[config.mk]
export PLATFORM = sky130hd
export DESIGN_NAME = rv_dtcm_arbiter_flat
export DESIGN_NICKNAME = d
export VERILOG_FILES = /design/src/rtl/rv_dtcm_arbiter_pkg.sv /design/src/rtl/rv_dtcm_arbiter_if.sv /design/src/rtl/rv_prio_arb2.sv /design/src/rtl/rv_dtcm_arbiter.sv /design/src/flat_wrapper.sv
export SDC_FILE = /design/constraint.sdc
export NUM_CORES = 1
export LEC_CHECK = 0
export ABC_CLOCK_PERIOD_IN_PS = 4000
export CORE_AREA = 2 2 121 123
export DETAILED_ROUTE_END_ITERATION = 10
export DIE_AREA = 0 0 123 125
export REMOVE_ABC_BUFFERS = 1
export SYNTH_ARGS = -nofsm -noshare
export SYNTH_HDL_FRONTEND = slang
export SYNTH_SLANG_ARGS = --single-unit
[constraint.sdc]
create_clock -name clk -period 4 [get_ports clk]
set_clock_uncertainty 0.15 [all_clocks]
set_input_delay 0.8 -clock clk [delete_from_list [all_inputs] [get_ports clk]]
set_output_delay 0.8 -clock clk [all_outputs]
set_load 0.05 [all_outputs]
[src/rtl/rv_dtcm_arbiter_pkg.sv]
// Shared types and constants for the DTCM arbiter slice.
// Contents: default widths/depth, clog2 helper, response-owner enum and
// response register struct.
package rv_dtcm_arbiter_pkg;

    localparam int MXLEN     = 32;    // core data width
    localparam int DTCM_SIZE = 1024;  // DTCM depth in words

    // Ceiling log2, never below 1 so a port range is always legal.
    function automatic int clog2(input int v);
        int r;
        r = 1;
        for (int i = 1; i < 32; i++) begin
            if ((1 << i) < v) r = i + 1;
        end
        return r;
    endfunction

    typedef enum logic {
        OWNER_M0 = 1'b0,
        OWNER_M1 = 1'b1
    } owner_e;

    // One-stage response pipeline contents.
    typedef struct packed {
        logic   vld;
        owner_e owner;
        logic   is_rd;
        logic   err;
    } rsp_t;

endpackage

[src/rtl/rv_dtcm_arbiter_if.sv]
// Requester-side bus of the DTCM arbiter (one instance per master).
// master modport: the requester (LSU or debug/DMA).
// slave modport : the arbiter.
//   req/addr/we/strb/wdata : request, held stable until gnt
//   gnt                    : transfer accepted when req & gnt
//   rvalid/rdata/err       : response, one cycle after acceptance
interface rv_dtcm_arbiter_if #(
    parameter int DW = 32
);
    logic            req;
    logic            gnt;
    logic [DW-1:0]   addr;
    logic            we;
    logic [DW/8-1:0] strb;
    logic [DW-1:0]   wdata;
    logic            rvalid;
    logic [DW-1:0]   rdata;
    logic            err;

    modport master (
        output req, addr, we, strb, wdata,
        input  gnt, rvalid, rdata, err
    );

    modport slave (
        input  req, addr, we, strb, wdata,
        output gnt, rvalid, rdata, err
    );
endinterface

[src/rtl/rv_prio_arb2.sv]
// Two-way fixed-priority arbiter with priority swap.
//   req0/req1 : requests
//   swap      : 0 -> req0 wins ties, 1 -> req1 wins ties
//   gnt0/gnt1 : one-hot-or-zero grants, only ever with the matching req
module rv_prio_arb2 (
    input  logic req0,
    input  logic req1,
    input  logic swap,
    output logic gnt0,
    output logic gnt1
);
    always_comb begin
        gnt0 = 1'b0;
        gnt1 = 1'b0;
        if (swap) begin
            gnt1 = req1;
            gnt0 = req0 & ~req1;
        end else begin
            gnt0 = req0;
            gnt1 = req1 & ~req0;
        end
    end
endmodule

[src/rtl/rv_dtcm_arbiter.sv]
// Shares the single DTCM port between the LSU (m0) and a debug/DMA master (m1).
//   clk, rst_n        : clock, synchronous active-low reset
//   m0, m1            : requester buses (slave side)
//   dtcm_addr_o       : word address to the DTCM
//   dtcm_wr_en_o      : write enable, dtcm_wr_strobe_o / dtcm_wr_data_o with it
//   dtcm_rd_en_o      : read enable; dtcm_rd_data_i is valid the next cycle
// Grant and DTCM drive are combinational; the response is routed through a
// single register stage, so a new request can be accepted every cycle.
module rv_dtcm_arbiter
    import rv_dtcm_arbiter_pkg::*;
#(
    parameter int DW         = MXLEN,
    parameter int DEPTH      = DTCM_SIZE,
    parameter int STARVE_MAX = 4
) (
    input  logic                     clk,
    input  logic                     rst_n,
    rv_dtcm_arbiter_if.slave         m0,
    rv_dtcm_arbiter_if.slave         m1,
    output logic [clog2(DEPTH)-1:0]  dtcm_addr_o,
    output logic                     dtcm_wr_en_o,
    output logic [DW/8-1:0]          dtcm_wr_strobe_o,
    output logic [DW-1:0]            dtcm_wr_data_o,
    output logic                     dtcm_rd_en_o,
    input  logic [DW-1:0]            dtcm_rd_data_i
);
    localparam int AW  = clog2(DEPTH);
    localparam int SCW = clog2(STARVE_MAX + 1);

    logic           gnt0, gnt1, any_gnt, swap, in_range, sel_we, rsp_live;
    logic [DW-1:0]  sel_addr;
    logic [SCW-1:0] starve_cnt;
    rsp_t           rsp_q;

    // m1 takes priority once it has been refused STARVE_MAX cycles in a row.
    assign swap = (starve_cnt == SCW'(STARVE_MAX));

    rv_prio_arb2 u_arb (
        .req0 (m0.req & rst_n),
        .req1 (m1.req & rst_n),
        .swap (swap),
        .gnt0 (gnt0),
        .gnt1 (gnt1)
    );

    assign m0.gnt  = gnt0;
    assign m1.gnt  = gnt1;
    assign any_gnt = gnt0 | gnt1;

    // Request mux; with no grant it follows m0 but the enables stay low.
    assign sel_addr         = gnt1 ? m1.addr  : m0.addr;
    assign sel_we           = gnt1 ? m1.we    : m0.we;
    assign dtcm_wr_strobe_o = gnt1 ? m1.strb  : m0.strb;
    assign dtcm_wr_data_o   = gnt1 ? m1.wdata : m0.wdata;
    assign dtcm_addr_o      = sel_addr[AW-1:0];

    // Full-width compare so high address bits cannot alias into the array.
    assign in_range     = (sel_addr < DW'(DEPTH));
    assign dtcm_wr_en_o = any_gnt &  sel_we & in_range;
    assign dtcm_rd_en_o = any_gnt & ~sel_we & in_range;

    always_ff @(posedge clk) begin
        if (!rst_n) begin
            rsp_q      <= '0;
            starve_cnt <= '0;
        end else begin
            rsp_q.vld   <= any_gnt;
            rsp_q.owner <= gnt1 ? OWNER_M1 : OWNER_M0;
            rsp_q.is_rd <= ~sel_we;
            rsp_q.err   <= any_gnt & ~in_range;
            if (m1.req && !gnt1) begin
                if (starve_cnt != SCW'(STARVE_MAX)) starve_cnt <= starve_cnt + 1'b1;
            end else begin
                starve_cnt <= '0;
            end
        end
    end

    // A response pending when reset lands is suppressed in that same cycle.
    assign rsp_live = rsp_q.vld & rst_n;

    assign m0.rvalid = rsp_live & (rsp_q.owner == OWNER_M0);
    assign m1.rvalid = rsp_live & (rsp_q.owner == OWNER_M1);
    assign m0.err    = m0.rvalid & rsp_q.err;
    assign m1.err    = m1.rvalid & rsp_q.err;
    assign m0.rdata  = (m0.rvalid & rsp_q.is_rd & ~rsp_q.err) ? dtcm_rd_data_i : '0;
    assign m1.rdata  = (m1.rvalid & rsp_q.is_rd & ~rsp_q.err) ? dtcm_rd_data_i : '0;

endmodule

[src/flat_wrapper.sv]
// flat-port wrapper written by rule: the top's interface ports become plain ports
module rv_dtcm_arbiter_flat import rv_dtcm_arbiter_pkg::*;
#(
    parameter int DW         = MXLEN,
    parameter int DEPTH      = DTCM_SIZE,
    parameter int STARVE_MAX = 4
)
  (clk, rst_n, dtcm_addr_o, dtcm_wr_en_o, dtcm_wr_strobe_o, dtcm_wr_data_o, dtcm_rd_en_o, dtcm_rd_data_i, m0_req, m0_addr, m0_we, m0_strb, m0_wdata, m0_gnt, m0_rvalid, m0_rdata, m0_err, m1_req, m1_addr, m1_we, m1_strb, m1_wdata, m1_gnt, m1_rvalid, m1_rdata, m1_err);
  rv_dtcm_arbiter_if #(.DW(DW)) m0_i ();
  rv_dtcm_arbiter_if #(.DW(DW)) m1_i ();
  input  logic clk;
  input  logic rst_n;
  output logic [clog2(DEPTH)-1:0] dtcm_addr_o;
  output logic dtcm_wr_en_o;
  output logic [DW/8-1:0] dtcm_wr_strobe_o;
  output logic [DW-1:0] dtcm_wr_data_o;
  output logic dtcm_rd_en_o;
  input  logic [DW-1:0] dtcm_rd_data_i;
  input wire logic [$bits(m0_i.req)-1:0] m0_req;
  input wire logic [$bits(m0_i.addr)-1:0] m0_addr;
  input wire logic [$bits(m0_i.we)-1:0] m0_we;
  input wire logic [$bits(m0_i.strb)-1:0] m0_strb;
  input wire logic [$bits(m0_i.wdata)-1:0] m0_wdata;
  output wire logic [$bits(m0_i.gnt)-1:0] m0_gnt;
  output wire logic [$bits(m0_i.rvalid)-1:0] m0_rvalid;
  output wire logic [$bits(m0_i.rdata)-1:0] m0_rdata;
  output wire logic [$bits(m0_i.err)-1:0] m0_err;
  input wire logic [$bits(m1_i.req)-1:0] m1_req;
  input wire logic [$bits(m1_i.addr)-1:0] m1_addr;
  input wire logic [$bits(m1_i.we)-1:0] m1_we;
  input wire logic [$bits(m1_i.strb)-1:0] m1_strb;
  input wire logic [$bits(m1_i.wdata)-1:0] m1_wdata;
  output wire logic [$bits(m1_i.gnt)-1:0] m1_gnt;
  output wire logic [$bits(m1_i.rvalid)-1:0] m1_rvalid;
  output wire logic [$bits(m1_i.rdata)-1:0] m1_rdata;
  output wire logic [$bits(m1_i.err)-1:0] m1_err;
  assign m0_i.req = m0_req;
  assign m0_i.addr = m0_addr;
  assign m0_i.we = m0_we;
  assign m0_i.strb = m0_strb;
  assign m0_i.wdata = m0_wdata;
  assign m0_gnt = m0_i.gnt;
  assign m0_rvalid = m0_i.rvalid;
  assign m0_rdata = m0_i.rdata;
  assign m0_err = m0_i.err;
  assign m1_i.req = m1_req;
  assign m1_i.addr = m1_addr;
  assign m1_i.we = m1_we;
  assign m1_i.strb = m1_strb;
  assign m1_i.wdata = m1_wdata;
  assign m1_gnt = m1_i.gnt;
  assign m1_rvalid = m1_i.rvalid;
  assign m1_rdata = m1_i.rdata;
  assign m1_err = m1_i.err;
  rv_dtcm_arbiter #(.DW(DW), .DEPTH(DEPTH), .STARVE_MAX(STARVE_MAX)) u_core (.clk(clk), .rst_n(rst_n), .m0(m0_i), .m1(m1_i), .dtcm_addr_o(dtcm_addr_o), .dtcm_wr_en_o(dtcm_wr_en_o), .dtcm_wr_strobe_o(dtcm_wr_strobe_o), .dtcm_wr_data_o(dtcm_wr_data_o), .dtcm_rd_en_o(dtcm_rd_en_o), .dtcm_rd_data_i(dtcm_rd_data_i));
endmodule
==> key figures, run 1 <==
Final layout
  – Share of layout cells above drive strength 1: 0.344
  – Final nets: about 850
  – Area delta synth->final: 128%

Critical path
  – Crit path DAT: between 2 and 3 ns
  – R2r endpoint: u_core.starve_cnt[31]
  – Reg-to-reg slack, setup: 1.47 ns
  – Cell mode on critical path: nor4_1
  – Startpoint Class: input pin
  – RR Startpoint: u_core.starve_cnt[0]
  – CP Capture Type: primary output
  – Crit-path slowest cell: nor4_1
  – Worst Setup Path Type: input pin to primary output
  – Req. time, crit path: 3.05 ns
  – Worst Reg-to-Reg Cells: 7
  – CP cell instances: clkdlybuf4s50_1 -> nor4_1 -> nand4_1 -> nor4_1 -> o21ai_0 -> a21oi_1 -> buf_4 -> buf_12
  – Max incr delay on CP: approximately 0.47 ns
  – Maximum fanout along the worst path: 3

Logic synthesis
  – Synth cell types: 37
  – Syn avg cell area: 8.68 sq um
  – Main synth FF type: dfxtp_1
  – Mapped Cells: 359
  – Post-synthesis register bit count: 36
  – Number of synthesized flops with an enable pin: 0
  – Yosys synthesis warning count: 0
  – Post-Syn Area: 0.00312 sq mm
  – Sequential fraction of the synthesis area: 0.231
  – Ys async rst share: 0

Run status
  – Status: complete, no violations

CTS
  – Worst skew pair latency: between 0.2 and 0.3 ns
  – Total CTS buffers: 5
  – Root buf cell: clkbuf_16
  – Clock Tree Buf Depth: 2
  – Setup bufs post-CTS: 0
  – CTS tree: built
  – Worst-path clk slew: 0.05 ns
  – Cts repair resizes: 0
  – Hold_buf cts: 0
  – TritonCTS Sinks: 36
  – # H-tree levels: 2

Global routing
  – Vias in the first global route: around 4100
  – Met1 GRT Util: 0.222
  – Initial antenna violation count: 7
  – Largest net degree at the start of global routing: 33
  – Met2 Usage GRT: 0.442
  – GR Layer Usage met3: 0.0420
  – Gr busiest metal: met2
  – Grt total ovfl: 0
  – Global-route wire length before repair: roughly 25 mm
  – GRT Overall Usage: 0.223

Pwr
  – Peak VDD IR: between 100 and 150 uV
  – Total power: between 1 and 1.5 mW
  – Static leakage: approximately 2.9 nW
  – Pwr dens: approximately 200 mW/mm^2

Floorplanning
  – CORE AREA: 0.0142 sq mm
  – Top-level I/O count: ~310
  – Die width: about 120 um
  – Site row count: 44
  – Die area: 0.0154 sq mm
  – Die H: 125 um
  – Starting Density: 0.219

STA
  – Max Transition Viols Final: 0
  – Setup TNS: 0 ns
  – Max Fclk: around 260 MHz
  – Final hold vios: 0
  – Max transition margin: 0.298
  – Fin crit share: 0.957
  – Worst-Margin Slew: approximately 1.1 ns
  – RSZ-0062 raised after global routing: no
  – Final setup violation count: 0
  – Min Tclk post-route: about 3.8 ns

Route
  – Post-route DRC: 0
  – WL/cell: approximately 20 um
  – Drt total wl: around 18 mm
  – Iteration-0 DRC count of the detailed router: approximately 160
  – Post-route ant nets: 0
  – DRT Pass-1 Iters: 4
  – Vias per cell: roughly 4.6
  – Routed vias: approximately 4000

Hold path
  – Hold crit path type: flip-flop to flip-flop
  – Hold Crit Depth: 1
  – Hold path start: u_core.starve_cnt[0]
  – Hold Path End: u_core.starve_cnt[0]

Place
  – HPWL after DPL: 15.3 mm
  – Port bufs: roughly 310
  – Routability Congestion: approximately 0.95

Run
  – Max-Cap Viols: 0
==> where the power goes <==
| group | leakage, nW | internal, mW | switching, mW | total, mW |
|---|---|---|---|---|
| clock network | 0.0712 | 0.248 | 0.143 | 0.391 |
| registers | 0.291 | 0.362 | 0.00226 | 0.365 |
| logic | 2.51 | 0.317 | 0.352 | 0.669 |
| total | 2.87 | 0.927 | 0.497 | 1.42 |
==> registers in the layout, indices dropped and copies added, names as in the netlist <==
name               cells
u_core.starve_cnt     32
u_core.rsp_q           4
==> cell usage after synthesis (2+ instances only) <==
master,count,area share
and4_1,5,0.014
and2_1,68,0.14
xor2_1,23,0.065
nor4_1,15,0.030
clkbuf_1,10,0.012
xnor2_1,6,0.017
buf_6,7,0.025
a21oi_1,4,0.0064
nand2_1,16,0.019
and3_1,6,0.012
o21ai_0,3,0.0048
nand4_1,10,0.020
dfxtp_1,36,0.23
nor2_1,36,0.043
nor3_1,4,0.0064
mux2_2,61,0.22
nand3_1,12,0.019
nor4b_1,2,0.0056
or4_1,2,0.0048
nor4_4,2,0.014
ha_1,2,0.0080
inv_1,8,0.0096
mux2_4,7,0.034
==> kinds of logic (layout without fill, tap and decap cells) <==
kind of cell	Yosys count	in the layout	synth area share
AOI/OAI and AO/OA	13	13	0.0261
xor gates and xnor gates	29	29	0.0815
adders and majority gates	2	2	0.00803
buffers and inverters	25	338	0.0470
DFF	36	36	0.231
muxes	68	68	0.254
other	0	8	0
and+or+nand+nor	186	186	0.352
==> layer usage <==
metal | share of wire | vias up
met5 | 0.00062 | -
met4 | 0.033 | 2
met3 | 0.066 | 30
met2 | 0.56 | 209
met1 | 0.34 | 1843
li1 | - | 1887
==> worst max-delay path, delay by kind of cell <==
family / cells / cell delay [ns]
AO/OA/AOI/OAI: 2 / 0.36
AND/OR/NAND/NOR: 3 / 1.00
buffers and inverters: 3 / 0.72
==> per-stage QoR <==
stage | hold slack, ns | utilization | instance area (sq um) | setup slack, ns | cells
2_1_floorplan | 0.291 | - | 3000 | 0.158 | 342
3_3_place_gp | 0.305 | 0.489 | 6950 | 0.274 | 848
3_5_place_dp | 0.317 | 0.489 | 6950 | 0.232 | 848
4_1_cts | 0.331 | 0.500 | 7100 | 0.195 | 856
5_1_grt | 0.375 | 0.501 | 7110 | 0.0487 | 862
6_report | 0.324 | 0.501 | 7120 | 0.173 | 864
==> how the worst max path moves through the flow <==
stage                               startpoint      endpoint  slack, ns  cells past startpoint
after floorplan           u_core.starve_cnt[0]  dtcm_rd_en_o       0.16                      7
after global placement             m1_addr[27]  dtcm_wr_en_o       0.27                      8
after detailed placement           m1_addr[27]  dtcm_wr_en_o       0.23                      8
after CTS                          m0_addr[16]  dtcm_wr_en_o       0.20                      8
after global routing               m0_addr[27]  dtcm_wr_en_o       0.05                      9
final                              m0_addr[16]  dtcm_wr_en_o       0.17                      8
==> layout make-up <==
class                      count  area, sq um
antenna                        8         20.0
clock buffer                   8          146
fill                        1316         7090
inverter                       8         30.0
multi-input combinational    298         2250
sequential                    36          721
tap                          184          230
timing repair buffer         322         3720
==> layout by cell type, fill, tap and decap left out, drive strengths merged, types with 3 or more instances in the layout <==
| cell type | Yosys | final |
|---|---|---|
| buf | 7 | 148 |
| inv | 8 | 8 |
| xnor2 | 6 | 6 |
| diode | 0 | 8 |
| nor3 | 4 | 4 |
| nand2 | 17 | 17 |
| clkbuf | 10 | 8 |
| mux2 | 68 | 68 |
| nor4 | 17 | 17 |
| dfxtp | 36 | 36 |
| and2 | 68 | 68 |
| nand3 | 13 | 13 |
| and4 | 6 | 6 |
| clkdlybuf4s50 | 0 | 174 |
| and3 | 6 | 6 |
| nor2 | 36 | 36 |
| nand4 | 12 | 12 |
| a21oi | 4 | 4 |
| xor2 | 23 | 23 |
| o21ai | 3 | 3 |
(Power assumes the default switching activity.)
==> run 2, diff against run 1 <==
- CAP_MARGIN: default -> 10
==> results of run 2 <==
Final layout, timing and power as in run 1 (identical DEF).
